$ cat config.mk
export PLATFORM = sky130hd
export DESIGN_NAME = conv_pool_seq
export DESIGN_NICKNAME = d
export VERILOG_FILES = /design/src/rtl/conv_pool_seq.sv
export SDC_FILE = /design/constraint.sdc
export NUM_CORES = 2
export LEC_CHECK = 0
export CAP_MARGIN = 40
export CORE_UTILIZATION = 55
export CTS_BUF_LIST = sky130_fd_sc_hd__clkbuf_4
export DETAILED_ROUTE_END_ITERATION = 10
export GPL_TIMING_DRIVEN = 0
export PLACE_DENSITY = 0.79
export SLEW_MARGIN = 20
export SYNTH_ARGS = -nofsm -noshare
export SYNTH_HDL_FRONTEND = slang
export SYNTH_SLANG_ARGS = --single-unit
export TNS_END_PERCENT = 100
$ cat constraint.sdc
create_clock -name clk_i -period 7.45 [get_ports clk_i]
set_clock_uncertainty 0.2 [all_clocks]
set_input_delay 0.745 -clock clk_i [delete_from_list [all_inputs] [get_ports clk_i]]
set_output_delay 0.745 -clock clk_i [all_outputs]
set_load 0.1 [all_outputs]
$ cat src/rtl/conv_pool_seq.sv
// conv_pool_seq: job sequencer for one conv_pool datapath.
//   Holds NUM_BANKS kernel/shift sets written over a config port. A start
//   latches one bank onto the datapath and streams image reads over a
//   contiguous block range. It then counts per-channel result writes, waits
//   for the pipeline to drain and pulses done with an error status.
// Ports:
//   clk_i, rst_i                  clock, synchronous active-high reset
//   cfg_we_i/bank_i/sel_i/data_i  bank write (sel 0..2 kernel, 3 shift)
//   start_i/bank_i/base_i/len_i   job request, honoured only in IDLE
//   abort_i                       terminate a running job
//   busy_o, done_o, err_o         status: err = {aborted, overrun, timeout}
//   cp_rst_o                      datapath run (1) / held in reset (0)
//   cp_kernel_0/1/2_o, cp_shift_o latched kernels/shift of the active bank
//   cp_input_re_o, cp_input_addr_o image read stream
//   cp_output_we_0/1/2_i          datapath result write strobes (monitored)
module conv_pool_seq #(
  parameter int ADDR_W        = 16,
  parameter int NUM_BANKS     = 4,
  parameter int DRAIN_TIMEOUT = 64,
  localparam int BANK_W = (NUM_BANKS > 1) ? $clog2(NUM_BANKS) : 1
) (
  input  logic              clk_i,
  input  logic              rst_i,
  input  logic              cfg_we_i,
  input  logic [BANK_W-1:0] cfg_bank_i,
  input  logic [1:0]        cfg_sel_i,
  input  logic [71:0]       cfg_data_i,
  input  logic              start_i,
  input  logic [BANK_W-1:0] start_bank_i,
  input  logic [ADDR_W-1:0] start_base_i,
  input  logic [ADDR_W:0]   start_len_i,
  input  logic              abort_i,
  output logic              busy_o,
  output logic              done_o,
  output logic [2:0]        err_o,
  output logic              cp_rst_o,
  output logic [71:0]       cp_kernel_0_o,
  output logic [71:0]       cp_kernel_1_o,
  output logic [71:0]       cp_kernel_2_o,
  output logic [1:0]        cp_shift_o,
  output logic              cp_input_re_o,
  output logic [ADDR_W-1:0] cp_input_addr_o,
  input  logic              cp_output_we_0_i,
  input  logic              cp_output_we_1_i,
  input  logic              cp_output_we_2_i
);

  localparam int IDLE_W = $clog2(DRAIN_TIMEOUT + 1);
  localparam logic [IDLE_W-1:0] IDLE_LAST = IDLE_W'(DRAIN_TIMEOUT - 1);

  typedef enum logic [1:0] {S_IDLE, S_RUN, S_DRAIN, S_DONE} state_e;

  state_e state_q, state_d;

  logic [2:0][71:0]  bank_kern_q [NUM_BANKS];
  logic [1:0]        bank_shift_q [NUM_BANKS];
  logic [2:0][71:0]  kern_q;
  logic [1:0]        shift_q;
  logic [ADDR_W:0]   len_q, rem_q;
  logic [2:0][ADDR_W:0] res_q;
  logic [IDLE_W-1:0] idle_q;
  logic [2:0]        err_q;
  logic [ADDR_W-1:0] addr_q;
  logic busy_q, busy_d, done_q, done_d, cprst_q, cprst_d, re_q, re_d;

  logic [2:0] we;
  logic accept, counting, all_done, tmo;

  assign we       = {cp_output_we_2_i, cp_output_we_1_i, cp_output_we_0_i};
  assign accept   = (state_q == S_IDLE) && start_i;
  assign counting = (state_q == S_RUN) || (state_q == S_DRAIN);
  assign all_done = (res_q[0] == len_q) && (res_q[1] == len_q) && (res_q[2] == len_q);
  // Fires on the DRAIN_TIMEOUT-th consecutive strobe-free DRAIN edge.
  assign tmo      = (state_q == S_DRAIN) && (we == 3'b000) && (idle_q == IDLE_LAST);

  // State register; the status outputs are registered from the next state so
  // they line up with the state they describe.
  always_ff @(posedge clk_i) begin
    if (rst_i) begin
      state_q <= S_IDLE;
      busy_q  <= 1'b0;
      done_q  <= 1'b0;
      cprst_q <= 1'b0;
      re_q    <= 1'b0;
    end else begin
      state_q <= state_d;
      busy_q  <= busy_d;
      done_q  <= done_d;
      cprst_q <= cprst_d;
      re_q    <= re_d;
    end
  end

  // Next state. Abort has priority over completion and timeout.
  always_comb begin
    state_d = state_q;
    case (state_q)
      S_IDLE:  if (start_i) state_d = (start_len_i == '0) ? S_DONE : S_RUN;
      S_RUN:   if (abort_i) state_d = S_DONE;
               else if (rem_q == (ADDR_W+1)'(1)) state_d = S_DRAIN;
      S_DRAIN: if (abort_i || all_done || tmo) state_d = S_DONE;
      S_DONE:  state_d = S_IDLE;
      default: state_d = S_IDLE;
    endcase
  end

  // Output decode (registered above).
  always_comb begin
    busy_d  = (state_d != S_IDLE);
    done_d  = (state_d == S_DONE);
    cprst_d = (state_d == S_RUN) || (state_d == S_DRAIN);
    re_d    = (state_d == S_RUN);
  end

  // Banks, job registers, counters and error status.
  always_ff @(posedge clk_i) begin
    if (rst_i) begin
      for (int b = 0; b < NUM_BANKS; b++) begin
        bank_kern_q[b]  <= '0;
        bank_shift_q[b] <= '0;
      end
      kern_q  <= '0;
      shift_q <= '0;
      len_q   <= '0;
      rem_q   <= '0;
      addr_q  <= '0;
      res_q   <= '0;
      idle_q  <= '0;
      err_q   <= '0;
    end else begin
      // Banks are read before this write lands, so a same-edge start sees
      // the old contents.
      if (cfg_we_i) begin
        if (cfg_sel_i == 2'd3) bank_shift_q[cfg_bank_i] <= cfg_data_i[1:0];
        else                   bank_kern_q[cfg_bank_i][cfg_sel_i] <= cfg_data_i;
      end
      if (accept) begin
        kern_q  <= bank_kern_q[start_bank_i];
        shift_q <= bank_shift_q[start_bank_i];
        len_q   <= start_len_i;
        rem_q   <= start_len_i;
        addr_q  <= start_base_i;
        res_q   <= '0;
        idle_q  <= '0;
        err_q   <= '0;
      end else begin
        if (state_q == S_RUN) rem_q <= rem_q - (ADDR_W+1)'(1);
        // Address wraps naturally at 2^ADDR_W.
        if (state_q == S_RUN && state_d == S_RUN) addr_q <= addr_q + ADDR_W'(1);
        for (int c = 0; c < 3; c++) begin
          if (counting && we[c]) begin
            if (res_q[c] == len_q) err_q[1] <= 1'b1;  // saturate, keep going
            else                   res_q[c] <= res_q[c] + (ADDR_W+1)'(1);
          end
        end
        if (we != 3'b000)            idle_q <= '0;
        else if (state_q == S_DRAIN) idle_q <= idle_q + IDLE_W'(1);
        if (tmo && !all_done && !abort_i) err_q[0] <= 1'b1;
        if (counting && abort_i)          err_q[2] <= 1'b1;
      end
    end
  end

  assign busy_o          = busy_q;
  assign done_o          = done_q;
  assign err_o           = err_q;
  assign cp_rst_o        = cprst_q;
  assign cp_kernel_0_o   = kern_q[0];
  assign cp_kernel_1_o   = kern_q[1];
  assign cp_kernel_2_o   = kern_q[2];
  assign cp_shift_o      = shift_q;
  assign cp_input_re_o   = re_q;
  assign cp_input_addr_o = addr_q;

endmodule

== Word level (Yosys, flattened, before mapping) ==
Memory sizes are Yosys's and may differ from the RTL's. A register that Yosys moved wholly into a read port is not among the register bits.
Cells that the tools add are included.

* Register bits: 117
* Memory bits (writable): 872
* Bits of input ports: 119
* Output and inout port bits: 241
* Word-level logic and storage cells: 107
* Memories kept: 2

{| class="wikitable"
|+ Memories
! name !! words !! width !! rd ports !! clocked after Yosys merged registers in !! write ports !! line !! RTL
|-
| bank_kern_q || 4 || 216 || 1 || 1 || 4 || 55 || <nowiki>logic [2:0][71:0] bank_kern_q [NUM_BANKS];</nowiki>
|-
| bank_shift_q || 4 || 2 || 1 || 1 || 4 || 56 || <nowiki>logic [1:0] bank_shift_q [NUM_BANKS];</nowiki>
|}

* Add/subtract/negate cells: 6
* $lt $le $gt $ge: 2
* Equal/unequal tests: 12
* Muxes and demuxes: 34
* Bitwise logic cells: 3
* Reduce and logical (&&, ||, !) cells: 33

{| class="wikitable"
|+ Operator list
! kind !! number
|-
| 216-bit 2-to-1 mux || 3
|-
| 216-bit OR reduction || 1
|-
| 72-bit demux with 2-bit select || 1
|-
| 72-bit 2-to-1 mux || 1
|-
| 17-bit by 1-bit adder with 17-bit output (second input constant) || 3
|-
| 17-bit == test || 3
|-
| 17-bit 2-to-1 mux || 2
|-
| 16-bit 2-to-1 mux || 2
|-
| 17-bit by 1-bit == test with 1-bit output (second input constant) || 1
|-
| 17-bit zero test || 1
|-
| 17-bit by 1-bit subtractor with 17-bit output (second input constant) || 1
|-
| 16-bit by 1-bit adder with 16-bit output (second input constant) || 1
|-
| 1-bit 2-to-1 mux || 16
|-
| 2-bit 2-to-1 mux || 8
|-
| 1-bit logical AND || 13
|-
| 2-bit == test (second input constant) || 5
|-
| 2-bit one-hot mux with 4 select lines || 1
|-
| 7-bit by 1-bit adder with 7-bit output (second input constant) || 1
|-
| 7-bit by 6-bit == test with 1-bit output (second input constant) || 1
|-
| 2-bit AND reduction || 3
|-
| 2-bit nonzero test || 3
|-
| 2-bit by 1-bit == test with 1-bit output (second input constant) || 2
|-
| 1-bit logical OR || 4
|-
| 2-bit OR reduction || 2
|-
| 8 further kinds || 11
|}

== Logic depth before layout (Yosys ltp) ==
* Depth after elaboration: 11
* Mapped depth: 15
* Depth with buffers taken out: 13

== Least setup slack after synthesis ==
Ideal clock, no wire load.

* Path type: in2reg
* Start point: input cfg_bank_i[1]
* End point: memory bank_kern_q[3][0] in the netlist's numbering (enable)
* Library setup time: 610 ps
* Data arrival time: 6181 ps
* Required time: 6640 ps
* Slack: 460 ps
* Cell stages on the path: 2
* Buffers on the path: 0
* Cells stage by stage: nand3_1 -> o31ai_1

{| class="wikitable"
|+ RTL lines
! element !! line !! RTL
|-
| start, declared || 25 || <nowiki>input logic [BANK_W-1:0] cfg_bank_i,</nowiki>
|-
| end, declared || 55 ||
|}

== Worst setup path after layout ==
* Start point: register len_q[3]
* End point: register addr_q[5], in the netlist cp_input_addr_o[5]

* Word-level cells in the longest chain between the ends: 10
* Elaborated cells on any way between the ends: 12
* Those cells by class: eq/ne (4); mux (2); reduce/logical (6)

{| class="wikitable"
|+ Ends and longest elaborated chain
! element !! line !! RTL
|-
| start, declared || 59 || <nowiki>logic [ADDR_W:0] len_q, rem_q;</nowiki>
|-
| start signal, assigned || 140 || <nowiki>len_q <= start_len_i;</nowiki>
|-
| 17-bit == test || 72 || <nowiki>assign all_done = (res_q[0] == len_q) && (res_q[1] == len_q) && (res_q[2] == len_q);</nowiki>
|-
| 1-bit logical AND || 72 ||
|-
| 1-bit logical AND * || 72 ||
|-
| 1-bit logical OR * (2 in a row) || 101 || <nowiki>S_DRAIN: if (abort_i || all_done || tmo) state_d = S_DONE;</nowiki>
|-
| 2-bit 2-to-1 mux * || 101 ||
|-
| 2-bit one-hot mux with 4 select lines * || 97 || <nowiki>case (state_q)</nowiki>
|-
| named net state_d[0] || 53 || <nowiki>state_e state_q, state_d;</nowiki>
|-
| 2-bit by 1-bit == test with 1-bit output * || -- ||
|-
| named net re_d || 64 || <nowiki>logic busy_q, busy_d, done_q, done_d, cprst_q, cprst_d, re_q, re_d;</nowiki>
|-
| 1-bit logical AND * || 149 || <nowiki>if (state_q == S_RUN && state_d == S_RUN) addr_q <= addr_q + ADDR_W'(1);</nowiki>
|-
| 2-bit nonzero test (no line) * || -- ||
|-
| end signal, assigned || 142 || <nowiki>addr_q <= start_base_i;</nowiki>
|-
| end signal, assigned || 149 ||
|-
| end, declared || 63 || <nowiki>logic [ADDR_W-1:0] addr_q;</nowiki>
|}

The timed path passes the listed nets; every way through them passes the cells marked *.
A chain may end at the register's enable or synchronous reset.

==> results.yml <==
clocking:
  cts_hold_buf: 26
  clockRootBuffer: "clkbuf_4"
  cts_tree: "yes"
  cts.sinks: 1207
  clkTransAtPathRegs_ns: 0.06
  clkLatencyLatePin_ns: 1.19
  cts_resized: 0
  clk_path_buf_depth: 4
  cts_made_buffers: 319
  cts_setup_buffers: 0
  h-tree-depth: 5
cells_and_area:
  fin_cells: 6127
  layout-drive-gt1-share_pct: 23.0
  fill_cells: 5114
  nNetsFinal: 4871
  areaGrowthSynthToFinish_pct: 29.6
  utilization_pct: 72.5
worst_hold_path:
  hold_class: "primary input to flop"
  holdPathStages: 3
synth:
  ys.flop_type: "edfxtp_1"
  synth.net_count: 3871
  ys_seq_area_share_pct: 67.3
  syn-cell-area_um2: 48900
  synth_area_per_cell_um2: 13.1
  yosysWarnings: 0
  synth-edff-count: 872
  ys_seq_elements: 1207
  async_flop_share_pct: 0
  syn_inst: 3737
  ys_types: 56
run_status:
  status: "completed"
power_and_ir_drop:
  ir_worst_vdd_mv: 0.296
  cellLeakagePower_nw: 22.9
  seq_power_share_pct: 40.8
  p_per_area_nw_per_um2: 318
  internal_power_w: 0.0129
  p_comb_share_pct: 30.3
  clockPowerShare_pct: 28.9
  switching_power_w: 0.00725
  switching_share_pct: 36.0
drt:
  wire_per_inst_um: 25.9
  drt-total-wl_um: 159000
  ant_nets: 0
  drc: 0
  drt-initial-drc-count: 4921
  via_per_inst: 6.05
  dr.pass1.iters: 8
  num_vias: 37049
worst_setup_path:
  crit_path_end_kind: "flop"
  path_class: "flop to flop"
  critPathLaunchType: "flop"
  crit_required_ns: 8.30
  worstPathMaxFanout: 8
  path_cells: "xnor2_1 -> nand4_1 -> nor4_2 -> nand2_1 -> nor4_2 -> o31a_1 -> ha_1 -> and2_1 -> clkbuf_1 -> nand4_1 -> or3_1 -> a311oi_1"
  cp.arrival_ns: 5.17
  r2r_cells: 12
  slowest_stage: "nor4_2"
  slowest_delay_ns: 0.58
floorplanning:
  die_area_um2: 90100
  start_util_pct: 55.9
  dieWidth_um: 300
  io_pins: 360
  fp-row-count: 108
  die_h_um: 300
  core_um2: 87400
placed_design:
  placed_cells: 5541
  post-place-ws_ns: 2.87
  io_buffers: 356
  hpwl_um: 106000
  routabilityCongestion: 0.923
sta:
  hold_viol_final: 0
  setup_ws_ns: 3.13
  finalSetupViolations: 0
  worst_pin_slew_ns: 0.911
  finalCritPeriodShare_pct: 58.0
  slew_violations: 0
  rsz0062_at_grt: "false"
  slew_headroom_pct: 39.3
  period_needed_ns: 4.32
  fmax_mhz: 231
  hold_ws_ns: 0.0719
grt:
  grt_pass1_wl_um: 232000
  grt-ovfl-total: 0
  grt_max_degree: 40
  grtUsageTotal_pct: 35.2
  grt_pass1_vias: 37765
  antenna_found_initial: 22
job:
  maxCapViolCount: 0
==> power by group through the flow <==
stage,Sequential (W),Combinational (W),Clock [W]
finish,0.00822,0.00612,0.00583
global route,0.00826,0.00632,0.00616
CTS,0.00820,0.00604,0.00580
detailed placement,0.00834,0.00600,0
global placement,0.00834,0.00479,0
floorplan,0.0101,0.00155,0
==> layout make-up <==
class,instances,area (um2),area share [%]
clock inverters,69,382,0.602
repair buffers,679,8950,14.1
plain buffers,233,926,1.46
multi-input cells,2216,14900,23.5
inverters,81,304,0.480
flip-flops and latches,1207,32900,51.9
diodes,15,37.5,0.0592
clock buffers,472,3540,5.59
well taps,1155,1450,2.28
==> synthesized netlist by cell type (19+ instances only) <==
cell	number	area, um2
buf_2	30	150
and3_1	19	119
edfxtp_1	872	26200
and2_1	223	1400
a211oi_1	24	180
nand2_1	631	2370
a21oi_1	272	1360
clkbuf_1	184	691
nand4_1	25	156
xor2_1	44	385
inv_2	70	263
mux4_2	218	4910
nor2_1	522	1960
dfxtp_1	335	6710
xnor2_1	67	587
==> metal layers <==
metal  part of all wire, %  global-route usage [%]  vias to the layer above
met2                    48                    56.5                     3069
met4                   5.9                    20.8                       20
li1                      -                       -                    15479
met3                    13                    10.8                      597
met1                    33                    42.1                    17884
met5                 0.086                       0                        -
==> final timing paths <==
kind                            slack, ns                          endpoint                            from
worst min-delay path                 0.07  cp_input_addr_o[10]$_SDFFE_PP0P_                start_base_i[10]
worst min register to register       0.26    cp_kernel_1_o[43]$_SDFFE_PP0P_  cp_kernel_1_o[43]$_SDFFE_PP0P_
worst max-delay path                 3.13   cp_input_addr_o[5]$_SDFFE_PP0P_           len_q[3]$_SDFFE_PP0P_
worst max register to register       3.13   cp_input_addr_o[5]$_SDFFE_PP0P_           len_q[3]$_SDFFE_PP0P_
==> logic make-up (layout without fill, tap and decap cells) <==
group           Yosys count  after routing  synth area share, %
flops                  1207           1207                 67.3
simple gates           1503           1503                 13.5
buf+inv                 314           1534                 2.50
fa+ha+maj                15             15                0.384
xor+xnor                111            111                 1.99
mux                     229            229                 10.3
other cells               0             15                    0
compound gates          358            358                 4.12
==> sequential cells by signal (all words and copies together), names as in the netlist, 3 cells and up <==
register         count
cp_kernel_0_o       72
len_q               17
res_q               51
bank_kern_q        864
bank_shift_q         8
err_o                3
cp_input_addr_o     16
rem_q               17
cp_kernel_2_o       72
cp_kernel_1_o       72
idle_q               7
==> per-stage QoR <==
stage / setup TNS [ns] / power (W) / cell area (um2)
after floorplan: 0 / 0.0117 / 48900
after global placement: -1265.06 / 0.0131 / 53900
after detailed placement: 0 / 0.0143 / 59100
after CTS: 0 / 0.0200 / 63300
after global routing: 0 / 0.0207 / 63400
final: 0 / 0.0202 / 63400
==> cells in the final DEF, fill, tap and decap left out, types with 30 or more instances in the layout <==
master,Yosys,layout
buf_8,0,212
buf_16,0,54
dfxtp_1,335,335
a21oi_1,272,271
buf_2,30,30
clkdlybuf4s50_1,0,356
edfxtp_1,872,872
nand2_1,631,625
xnor2_1,67,67
clkbuf_1,184,179
inv_2,70,75
and2_1,223,223
clkinv_1,0,50
clkbuf_4,0,472
xor2_1,44,44
mux4_2,218,218
nor2_1,522,522
==> worst max-delay path: cells and delay by family (launching register included) <==
kind	cells	cell delay [ns]
adder cells (fa/ha/maj)	1	0.18
XOR/XNOR	1	0.17
AO/OA/AOI/OAI	2	0.51
buffers and inverters	1	0.25
AND/OR/NAND/NOR	7	2.35
flip-flops	1	0.52
Power figures use the tool's default switching activity.
